`src/rtl/datapath_pkg.sv`:
```
// Shared constants for the CDEC datapath core: selector codes, FSM states,
// ALU opcodes and flag bit positions.
package datapath_pkg;

    localparam int ALUOP_W = 4;

    localparam int FLG_CY = 1;
    localparam int FLG_Z  = 2;
    localparam int FLG_S  = 3;

    typedef enum logic [1:0] {
        IDLE    = 2'd0,
        RD_WAIT = 2'd1,
        WR_WAIT = 2'd2
    } state_t;

    localparam logic [ALUOP_W-1:0] ALU_ADD  = 4'd0;
    localparam logic [ALUOP_W-1:0] ALU_ADC  = 4'd1;
    localparam logic [ALUOP_W-1:0] ALU_SUB  = 4'd2;
    localparam logic [ALUOP_W-1:0] ALU_SBB  = 4'd3;
    localparam logic [ALUOP_W-1:0] ALU_AND  = 4'd4;
    localparam logic [ALUOP_W-1:0] ALU_OR   = 4'd5;
    localparam logic [ALUOP_W-1:0] ALU_XOR  = 4'd6;
    localparam logic [ALUOP_W-1:0] ALU_NOT  = 4'd7;
    localparam logic [ALUOP_W-1:0] ALU_PASA = 4'd8;
    localparam logic [ALUOP_W-1:0] ALU_PASB = 4'd9;
    localparam logic [ALUOP_W-1:0] ALU_INC  = 4'd10;
    localparam logic [ALUOP_W-1:0] ALU_DEC  = 4'd11;
    localparam logic [ALUOP_W-1:0] ALU_SHL  = 4'd12;
    localparam logic [ALUOP_W-1:0] ALU_SHR  = 4'd13;

    function automatic int src_r(int ngpr);    return ngpr + 1; endfunction
    function automatic int src_mem(int ngpr);  return ngpr + 2; endfunction
    function automatic int src_flg(int ngpr);  return ngpr + 3; endfunction
    function automatic int src_ones(int ngpr); return ngpr + 4; endfunction

    function automatic int dst_mar(int ngpr);  return ngpr + 1; endfunction
    function automatic int dst_wdr(int ngpr);  return ngpr + 2; endfunction
    function automatic int dst_t(int ngpr);    return ngpr + 3; endfunction
    function automatic int dst_i(int ngpr);    return ngpr + 4; endfunction
    function automatic int dst_memw(int ngpr); return ngpr + 5; endfunction

endpackage

```
`src/rtl/dp_mem_if.sv`:
```
// Memory handshake FSM: sequences req/ack transactions, captures write
// data at request time and produces uop_ready for the controller.
module dp_mem_if
    import datapath_pkg::*;
#(
    parameter int DW = 8
) (
    input  logic          clock,
    input  logic          reset,
    input  logic          i_uop_valid,
    input  logic          i_src_mem,
    input  logic          i_dst_memw,
    input  logic          i_mem_ack,
    input  logic [DW-1:0] i_xbus,
    output logic          o_uop_ready,
    output logic          o_mem_req,
    output logic          o_mem_we,
    output logic [DW-1:0] o_mem_wdata,
    output state_t        o_state
);

    state_t        r_state;
    state_t        w_next;
    logic [DW-1:0] r_wdata;

    always_ff @(posedge clock or negedge reset) begin
        if (!reset) r_state <= IDLE;
        else        r_state <= w_next;
    end

    always_comb begin
        w_next = r_state;
        unique case (r_state)
            IDLE: begin
                if (i_uop_valid && i_src_mem)       w_next = RD_WAIT;
                else if (i_uop_valid && i_dst_memw) w_next = WR_WAIT;
            end
            RD_WAIT, WR_WAIT: begin
                if (i_mem_ack) w_next = IDLE;
            end
            default: w_next = IDLE;
        endcase
    end

    // req/we decode straight from the async-reset state so reset drops them at once
    always_comb begin
        o_uop_ready = 1'b0;
        o_mem_req   = 1'b0;
        o_mem_we    = 1'b0;
        unique case (r_state)
            IDLE:    o_uop_ready = i_uop_valid & ~i_src_mem & ~i_dst_memw;
            RD_WAIT: begin
                o_uop_ready = i_mem_ack;
                o_mem_req   = 1'b1;
            end
            WR_WAIT: begin
                o_uop_ready = i_mem_ack;
                o_mem_req   = 1'b1;
                o_mem_we    = 1'b1;
            end
            default: ;
        endcase
    end

    always_ff @(posedge clock or negedge reset) begin
        if (!reset) begin
            r_wdata <= '0;
        end else if (r_state == IDLE && i_uop_valid && i_dst_memw && !i_src_mem) begin
            r_wdata <= i_xbus;
        end
    end

    assign o_mem_wdata = r_wdata;
    assign o_state     = r_state;

endmodule

```
`src/rtl/datapath_core_gen.sv`:
```
// CDEC datapath core: Xbus, PC, GPRs, FLG, MAR/WDR/T/R/I and ALU with a
// valid/ready uop port and req/ack memory. Optional debug mux: DATAPATH_DEBUG_EN.
module datapath_core_gen
    import datapath_pkg::*;
#(
    parameter  int DW   = 8,
    parameter  int NGPR = 3,
    localparam int SELW = $clog2(NGPR + 6)
) (
    input  logic              clock,
    input  logic              reset,
    input  logic              uop_valid,
    output logic              uop_ready,
    input  logic [SELW-1:0]   xsrc,
    input  logic [SELW-1:0]   xdst,
    input  logic [ALUOP_W-1:0] aluop,
    input  logic              flg_we,
    output logic [DW-1:0]     I,
    output logic [2:0]        SZCy,
    output logic              mem_req,
    output logic              mem_we,
    output logic [DW-1:0]     mem_addr,
    output logic [DW-1:0]     mem_wdata,
    input  logic [DW-1:0]     mem_rdata,
    input  logic              mem_ack,
    input  logic [3:0]        dbg_addr,
    output logic [2*DW-1:0]   dbg_data
);

    localparam logic [SELW-1:0] S_R    = SELW'(src_r(NGPR));
    localparam logic [SELW-1:0] S_MEM  = SELW'(src_mem(NGPR));
    localparam logic [SELW-1:0] S_FLG  = SELW'(src_flg(NGPR));
    localparam logic [SELW-1:0] S_ONES = SELW'(src_ones(NGPR));
    localparam logic [SELW-1:0] D_MAR  = SELW'(dst_mar(NGPR));
    localparam logic [SELW-1:0] D_WDR  = SELW'(dst_wdr(NGPR));
    localparam logic [SELW-1:0] D_T    = SELW'(dst_t(NGPR));
    localparam logic [SELW-1:0] D_I    = SELW'(dst_i(NGPR));
    localparam logic [SELW-1:0] D_MEMW = SELW'(dst_memw(NGPR));

    logic [DW-1:0] r_pc, r_flg, r_mar, r_wdr, r_t, r_r, r_i;
    logic [DW-1:0] r_gpr [1:NGPR];
    logic [DW-1:0] w_xbus, w_alu;
    logic [DW:0]   w_sum;
    logic          w_cin, w_we, w_src_mem, w_dst_memw;
    state_t        w_state;

    assign w_src_mem  = (xsrc == S_MEM);
    assign w_dst_memw = (xdst == D_MEMW);
    assign w_we       = uop_valid & uop_ready;

    dp_mem_if #(.DW(DW)) u_mem_if (
        .clock       (clock),
        .reset       (reset),
        .i_uop_valid (uop_valid),
        .i_src_mem   (w_src_mem),
        .i_dst_memw  (w_dst_memw),
        .i_mem_ack   (mem_ack),
        .i_xbus      (w_xbus),
        .o_uop_ready (uop_ready),
        .o_mem_req   (mem_req),
        .o_mem_we    (mem_we),
        .o_mem_wdata (mem_wdata),
        .o_state     (w_state)
    );

    always_comb begin
        w_xbus = '0;
        for (int k = 1; k <= NGPR; k++)
            if (xsrc == SELW'(k)) w_xbus = r_gpr[k];
        case (xsrc)
            '0:     w_xbus = r_pc;
            S_R:    w_xbus = r_r;
            S_MEM:  w_xbus = mem_rdata;
            S_FLG:  w_xbus = r_flg;
            S_ONES: w_xbus = '1;
            default: ;
        endcase
    end

    // bit DW of w_sum is carry out (add) or borrow out (subtract)
    assign w_cin = r_flg[FLG_CY];
    always_comb begin
        w_sum = {1'b0, w_xbus};
        case (aluop)
            ALU_ADD:  w_sum = {1'b0, w_xbus} + {1'b0, r_t};
            ALU_ADC:  w_sum = {1'b0, w_xbus} + {1'b0, r_t} + {{DW{1'b0}}, w_cin};
            ALU_SUB:  w_sum = {1'b0, w_xbus} - {1'b0, r_t};
            ALU_SBB:  w_sum = {1'b0, w_xbus} - {1'b0, r_t} - {{DW{1'b0}}, w_cin};
            ALU_AND:  w_sum = {1'b0, w_xbus & r_t};
            ALU_OR:   w_sum = {1'b0, w_xbus | r_t};
            ALU_XOR:  w_sum = {1'b0, w_xbus ^ r_t};
            ALU_NOT:  w_sum = {1'b0, ~w_xbus};
            ALU_PASA: w_sum = {1'b0, w_xbus};
            ALU_PASB: w_sum = {1'b0, r_t};
            ALU_INC:  w_sum = {1'b0, w_xbus} + {{DW{1'b0}}, 1'b1};
            ALU_DEC:  w_sum = {1'b0, w_xbus} - {{DW{1'b0}}, 1'b1};
            ALU_SHL:  w_sum = {w_xbus, 1'b0};
            ALU_SHR:  w_sum = {w_xbus[0], 1'b0, w_xbus[DW-1:1]};
            default: ;
        endcase
    end
    assign w_alu = w_sum[DW-1:0];

    always_ff @(posedge clock or negedge reset) begin
        if (!reset) begin
            r_pc  <= '0;
            r_flg <= '0;
            r_mar <= '0;
            r_wdr <= '0;
            r_t   <= '0;
            r_r   <= '0;
            r_i   <= '0;
            for (int k = 1; k <= NGPR; k++) r_gpr[k] <= '0;
        end else if (w_we) begin
            for (int k = 1; k <= NGPR; k++)
                if (xdst == SELW'(k)) r_gpr[k] <= w_xbus;
            case (xdst)
                '0:    r_pc  <= w_xbus;
                D_MAR: r_mar <= w_xbus;
                D_WDR: r_wdr <= w_xbus;
                D_I:   r_i   <= w_xbus;
                D_T: begin
                    r_t <= w_xbus;
                    r_r <= w_alu;
                end
                default: ;
            endcase
            if (flg_we)
                r_flg <= DW'({w_alu[DW-1], (w_alu == '0), w_sum[DW], 1'b0});
        end
    end

    assign I        = r_i;
    assign SZCy     = r_flg[FLG_S:FLG_CY];
    assign mem_addr = r_mar;

`ifdef DATAPATH_DEBUG_EN
    always_comb begin
        dbg_data = '0;
        for (int k = 1; k <= NGPR; k++)
            if (dbg_addr == 4'(k)) dbg_data = {r_gpr[k], r_flg};
        case (dbg_addr)
            4'd0:  dbg_data = {w_xbus, r_pc};
            4'd8:  dbg_data = {r_t, r_r};
            4'd9:  dbg_data = {r_mar, r_wdr};
            4'd10: dbg_data = {mem_rdata, r_i};
            4'd11: dbg_data = (2*DW)'({w_state, xsrc, xdst, aluop});
            default: ;
        endcase
    end
`else
    logic w_unused;
    assign w_unused = ^{dbg_addr, w_state, r_wdr};
    assign dbg_data = '0;
`endif

endmodule

```
`config.mk`:
```
export PLATFORM = sky130hd
export DESIGN_NAME = datapath_core_gen
export DESIGN_NICKNAME = d
export VERILOG_FILES = /design/src/rtl/datapath_pkg.sv /design/src/rtl/dp_mem_if.sv /design/src/rtl/datapath_core_gen.sv
export SDC_FILE = /design/constraint.sdc
export NUM_CORES = 1
export LEC_CHECK = 0
export ABC_AREA = 0
export CAP_MARGIN = 15
export CELL_PAD_IN_SITES_DETAIL_PLACEMENT = 1
export CELL_PAD_IN_SITES_GLOBAL_PLACEMENT = 1
export CORE_ASPECT_RATIO = 1.75
export CORE_MARGIN = 2
export CORE_UTILIZATION = 43
export CTS_CLUSTER_SIZE = 25
export DETAILED_ROUTE_END_ITERATION = 12
export PLACE_DENSITY_LB_ADDON = 0.1
export REMOVE_ABC_BUFFERS = 1
export SLEW_MARGIN = 20
export SYNTH_ARGS = -nofsm -noshare
export SYNTH_HDL_FRONTEND = slang
export SYNTH_SLANG_ARGS = --single-unit
```
`constraint.sdc`:
```
create_clock -name clock -period 4.5 [get_ports clock]
set_input_delay 0.45 -clock clock [delete_from_list [all_inputs] [get_ports clock]]
set_output_delay 0.45 -clock clock [all_outputs]
set_load 0.005 [all_outputs]
```
# Word level (Yosys, flattened, before mapping)
# Cells that the tools add are included.
# totals
register_bits	77
in_bits	29
elab_cells	89
# op_classes
n_mux	12
n_eq_ne	30
n_bitwise	9
addsub	6
reduce_logical	21
# ops
operator	count
$pmux W9 S13	1
$eq A4 B3 Y1 const B	11
$pmux W8 S5	1
$eq A4 B2 Y1 const B	6
$eq A4 B4 Y1 const B	6
$mux W8	3
$reduce_and A2 Y1	9
$eq A4 B1 Y1 const B	3
$logic_not A4 Y1	3
$add A8 B1 Y9 const B	1
$add A8 B8 Y9	1
$add A9 B1 Y9	1
$sub A8 B1 Y9 const B	1
$sub A8 B8 Y9	1
$sub A9 B1 Y9	1
$and A8 B8 Y8	1
$logic_not A8 Y1	1
$not A8 Y8	1
$or A8 B8 Y8	1
$xor A8 B8 Y8	1
$mux W2	3
$logic_and A1 B1 Y1	5
$pmux W2 S2	1
$and A1 B1 Y1	3
10 further kinds	12

# Longest topological paths before layout
# depth
word_depth	9
depth_mapped	19
mapped_depth_nobuf	17

# By module
# A second synthesis with hierarchy kept.
# unflattened
hier_cells	733
area_unflattened_um2	6233.5
# by_module_without_submodules
module	area_per_inst_um2	cells_per_inst	instances	seq_area_each_um2
datapath_core_gen	5745.5	696	1	1676.6
dp_mem_if	488.0	37	1	250.2

# Least setup slack after synthesis
# No wires, ideal clock.
# synth_path
kind	input-to-reg
start	input xsrc[1]
end	register r_flg[2]
required_time_ps	4405
setup_time_ps	95
cell_stages	19
n_path_buf	2
setup_slack_ps	593
arrival_time_ps	3811
path_cell_list	buf_6 -> buf_6 -> nor2_1 -> a221oi_1 -> nand2_1 -> inv_2 -> ha_1 -> inv_1 -> fa_1 -> inv_1 -> ha_1 -> o21ai_0 -> o32ai_1 -> o21ai_0 -> o2111ai_1 -> o22ai_1 -> nand3b_1 -> or4_1 -> o32ai_2
# synth_via
elab_chain_cells	9
elab_cells_between_ends	30
cone_classes	add/sub: 6; eq/ne: 7; mux: 6; bitwise: 8; reduce/logical: 3
# synth_rtl
item	line_no	rtl
from (decl)	datapath_core_gen.sv:14	input logic [SELW-1:0] xsrc,
$eq A4 B1 Y1	datapath_core_gen.sv:69	if (xsrc == SELW'(k)) w_xbus = r_gpr[k];
$mux W8 (3 in series)	datapath_core_gen.sv:69	
$pmux W8 S5 *	datapath_core_gen.sv:70	case (xsrc)
net u_mem_if.i_xbus[0]	dp_mem_if.sv:14	input logic [DW-1:0] i_xbus,
$sub A8 B8 Y9 / $add A8 B8 Y9 (equally long branches)	n/a	
$sub A9 B1 Y9 / $add A9 B1 Y9 (equally long branches)	datapath_core_gen.sv:88, datapath_core_gen.sv:86	
$pmux W9 S13 *	datapath_core_gen.sv:84	case (aluop)
$logic_not A8 Y1 *	datapath_core_gen.sv:129	r_flg <= DW'({w_alu[DW-1], (w_alu == '0), w_sum[DW], 1'b0});
to (signal assigned)	datapath_core_gen.sv:129	
to (decl)	datapath_core_gen.sv:40	logic [DW-1:0] r_pc, r_flg, r_mar, r_wdr, r_t, r_r, r_i;
# Mark *: on every way through the listed nets, which the timed path passes. The rest lies on a longest branch.
# A chain may end at the register's enable or synchronous reset.

# Worst setup path after layout
# layout_path
start	input xsrc[2]
end	register r_flg[2]
# layout_via
elab_chain_cells	9
elab_cells_between_ends	30
cone_classes	add/sub: 6; eq/ne: 7; mux: 6; bitwise: 8; reduce/logical: 3
# layout_rtl
item	line_no
$eq A4 B1 Y1	datapath_core_gen.sv:69
$mux W8 (3 in series)	datapath_core_gen.sv:69
$pmux W8 S5	datapath_core_gen.sv:70
$sub A8 B8 Y9 / $add A8 B8 Y9 (equally long branches)	n/a
$sub A9 B1 Y9 / $add A9 B1 Y9 (equally long branches)	datapath_core_gen.sv:88, datapath_core_gen.sv:86
$pmux W9 S13	datapath_core_gen.sv:84
$logic_not A8 Y1	datapath_core_gen.sv:129
# Several ways; a longest one is shown, not always the timed one.

==> summary.md <==
| Metric | Value |
|---|---|
| Worst setup EP type | flop |
| Max Cap Violations | 0 |
| Final Hold Viols | 0 |
| Largest net degree at the start of global routing | a little over 50 |
| FF-to-FF Start | r_pc[0] |
| Cell taking the most area after synthesis | dfrtp_1 |
| Critical path's top delay family | compound AO/OA/AOI/OAI gates |
| Nets | 920 |
| Num CTS Buffers | 9 |
| Synth top area share | 31.19% |
| RSZ-0062 raised after global routing | yes |
| Initial antenna violation count | 0 |
| Startpoint class of the critical path | primary input |
| Share of layout cells above drive strength 1 | 23.74% |
| Root buffer cell | clkbuf_16 |
| CP peak stage delay | around 0.57 ns |
| Cell Area, Synth | 0.006177 mm2 |
| Synth Instances | 717 |
| Peak supply drop | 334.3 uV |
| Initial DRC count | 180 |
| Async SR Flop Fraction | 100.0% |
| Vias in the first global route | 6726 |
| Static leakage | 0.003496 uW |
| Crit Reg-Reg Endpoint | r_flg[2] |
| Final WL | 23320 um |
| Vias/cell | 5.832 |
| Max FO, Critical Path | 10 |
| Max-slew violations | 0 |
| Synth unique cells | between 80 and 90 |
| Commonest non-fill, non-tap cell in the layout | buf_4 |
| DRC viols | 0 |
| PD cells | 510.5 mW/mm2 |
| Worst-margin pin slew | 0.8933 ns |
| Fin area | roughly 0.0080 mm2 |
| Area contributors post-synth | dfrtp_1 31%, ha_1 7.7%, o21ai_0 6.2%, nand2_1 4.7%, mux2_2 4.4% |
| Crit path kind | primary input to flop |
| Synth Register Bits | 77 |
| All-Layer GR Usage | 31.06% |
| Final core area utilization | a little under three fifths |
| Gr ovfl total | 0 |
| Placed cells | between 1000 and 1500 |
| Crit path time final | 4.368 ns |
| R2r setup slk | 0.63 ns |
| Final setup fails | 0 |
| Reg2Reg Depth | 16 |
| Syn avg cell area | 8.615 um2 |
| Routability cong. | 0.9262 |
| Die area | 0.01538 mm2 |
| Synthesis-to-layout area growth | 29.49% |
| Post-DP Area | 0.007472 mm2 |
| Port Buffer Count | 54 |
| Clock transition at path regs | around 0.060 ns |
| Clock buffer depth | 2 |
| CTS tree | yes |
| Via count | 6036 |
| CP Data Arrival Time | ~4.6 ns |
| Crit-path slowest cell | clkdlybuf4s50_1 |
| CP Buf/Inv Count | 5 |
| Die width | 94.60 um |
| Most used DFF post-synth | dfrtp_1 |
| Pre-antenna DRT Iters | 4 |
| Final std cells w/o fill | about 1000 |
| Cell-by-cell trace of the critical path | clkdlybuf4s50_1 > buf_4 > nor2_1 > a221oi_2 > nand2_1 > buf_4 > ha_1 > inv_1 > fa_2 > inv_1 > ha_1 > nand2_1 > o21a_1 > nor2_1 > a2bb2oi_1 > a32oi_1 > or4_4 > o32ai_2 |
| Register area share after synthesis | 31.19% |
| Clk_lat worst skew | between 0.3 and 0.4 ns |
| Outcome | finished, final reports clean |
| Global-route wire length before repair | 36060 um |
| Most frequent cells in the layout | 104 x buf_4, 77 x dfrtp_1, 77 x nand2_1, 77 x o21ai_0, 52 x clkdlybuf4s50_1 |
| Final worst path period share | 97.07% |
| Final Skew | ~0.008 ns |
| Clock Sinks | 77 |
| Chip height | approximately 160 um |
| Num rows | 58 |
| # diodes | 0 |
| HP Class | primary input to async pin |
| Max_slew headroom | around two fifths |
| Synth warnings | 0 |
| Post-synth EDFFs | 0 |
| Req. time, crit path | 4.74 ns |
| Antenna-violating nets left | 0 |
| DP HPWL | 18270 um |
| DR WL/cell | between 20 and 25 um |
| CTS Hold Bufs | 0 |
| H-tree Lvls | 3 |
| Core region area | 0.01422 mm2 |
| Initial Util | 43.43% |
| # IOs | 75 |
| Max Fclk | 0.2289 GHz |
routing by layer:
metal	up-vias	routed length [um]	track usage [%]
met5	-	0	0
met4	0	1624	20.69
met3	77	463	3.424
met2	138	13210	58.61
met1	2999	8022	30.75
li1	2822	-	-
power breakdown:
group          leakage [uW]  switching [uW]  internal, uW
Sequential          0.00102             173           933
Clock              0.000153             308           442
Combinational       0.00232            1150          1080
cell type report:
type | instances | area (um2)
fillers | 1697 | 6225
clock buffers | 9 | 225.2
multi-input cells | 560 | 4021
flip-flops and latches | 77 | 1927
well taps | 180 | 225.2
repair buffers | 159 | 1354
inverters | 43 | 161.4
clock inverters | 7 | 85.08
worst max path at each step:
stage,start,to,cells past startpoint
after floorplan,xsrc[2],r_flg[2],17
after global placement,xsrc[0],r_flg[2],18
after CTS,xsrc[0],r_flg[2],18
after detailed placement,xsrc[0],r_flg[2],21
final,xsrc[2],r_flg[2],18
after global routing,xsrc[1],r_flg[2],19
per-stage QoR:
| stage | hold slack, ns | total power (uW) | setup TNS, ns | worst slack [ns] |
|---|---|---|---|---|
| floorplan | 0.1544 | 2169 | 0 | 0.6627 |
| global placement | 0.3853 | 3077 | -1.750 | -0.3602 |
| detailed placement | 0.3894 | 3167 | -2.137 | -0.4523 |
| CTS | 0.02919 | 3959 | 0 | 0.007699 |
| global route | 0.04394 | 4350 | -0.1111 | -0.07021 |
| finish | 0.02178 | 4084 | 0 | 0.1317 |
sequential cells by signal, summed over array words and instances (netlist names):
register              count
I                         8
r_flg                     3
u_mem_if.o_state          2
mem_addr                  8
r_r                       8
r_pc                      8
u_mem_if.o_mem_wdata      8
r_t                       8
r_gpr                    24
cell families (layout without fill, tap and decap cells):
family                     after synthesis  in the layout  share of synthesized area [%]
and+or+nand+nor                        217            217                          17.74
buffers and inverters                   95            218                          7.717
AOI/OAI and AO/OA                      225            225                          24.73
xor gates and xnor gates                24             24                          3.403
muxes                                   37             37                          6.482
other                                    1             16                        0.06071
DFF                                     77             77                          31.19
adders and majority gates               41             41                          8.669
what timing repair did:
action | CTS | global route
gates resized for setup | 7 | 37
setup buffers | 0 | 3
pin swaps | 0 | 7
gates cloned | 0 | 0
setup endpoints to repair | 3 | 6
cell usage after synthesis (6+ instances only):
| master | number |
|---|---|
| nor3_1 | 28 |
| nand2_1 | 77 |
| a2bb2oi_1 | 7 |
| nand3_1 | 15 |
| buf_4 | 18 |
| a211oi_1 | 8 |
| buf_2 | 9 |
| clkbuf_1 | 18 |
| a22oi_1 | 7 |
| nor2b_1 | 13 |
| a21oi_1 | 40 |
| o21ai_0 | 77 |
| dfrtp_1 | 77 |
| xor2_1 | 6 |
| xnor2_1 | 18 |
| a32oi_1 | 7 |
| o211ai_1 | 6 |
| nand2b_1 | 12 |
| mux2i_1 | 13 |
| nor2_1 | 30 |
| ha_1 | 38 |
| inv_1 | 38 |
| mux2_2 | 24 |
No activity file was read; power rests on OpenSTA's default activity.
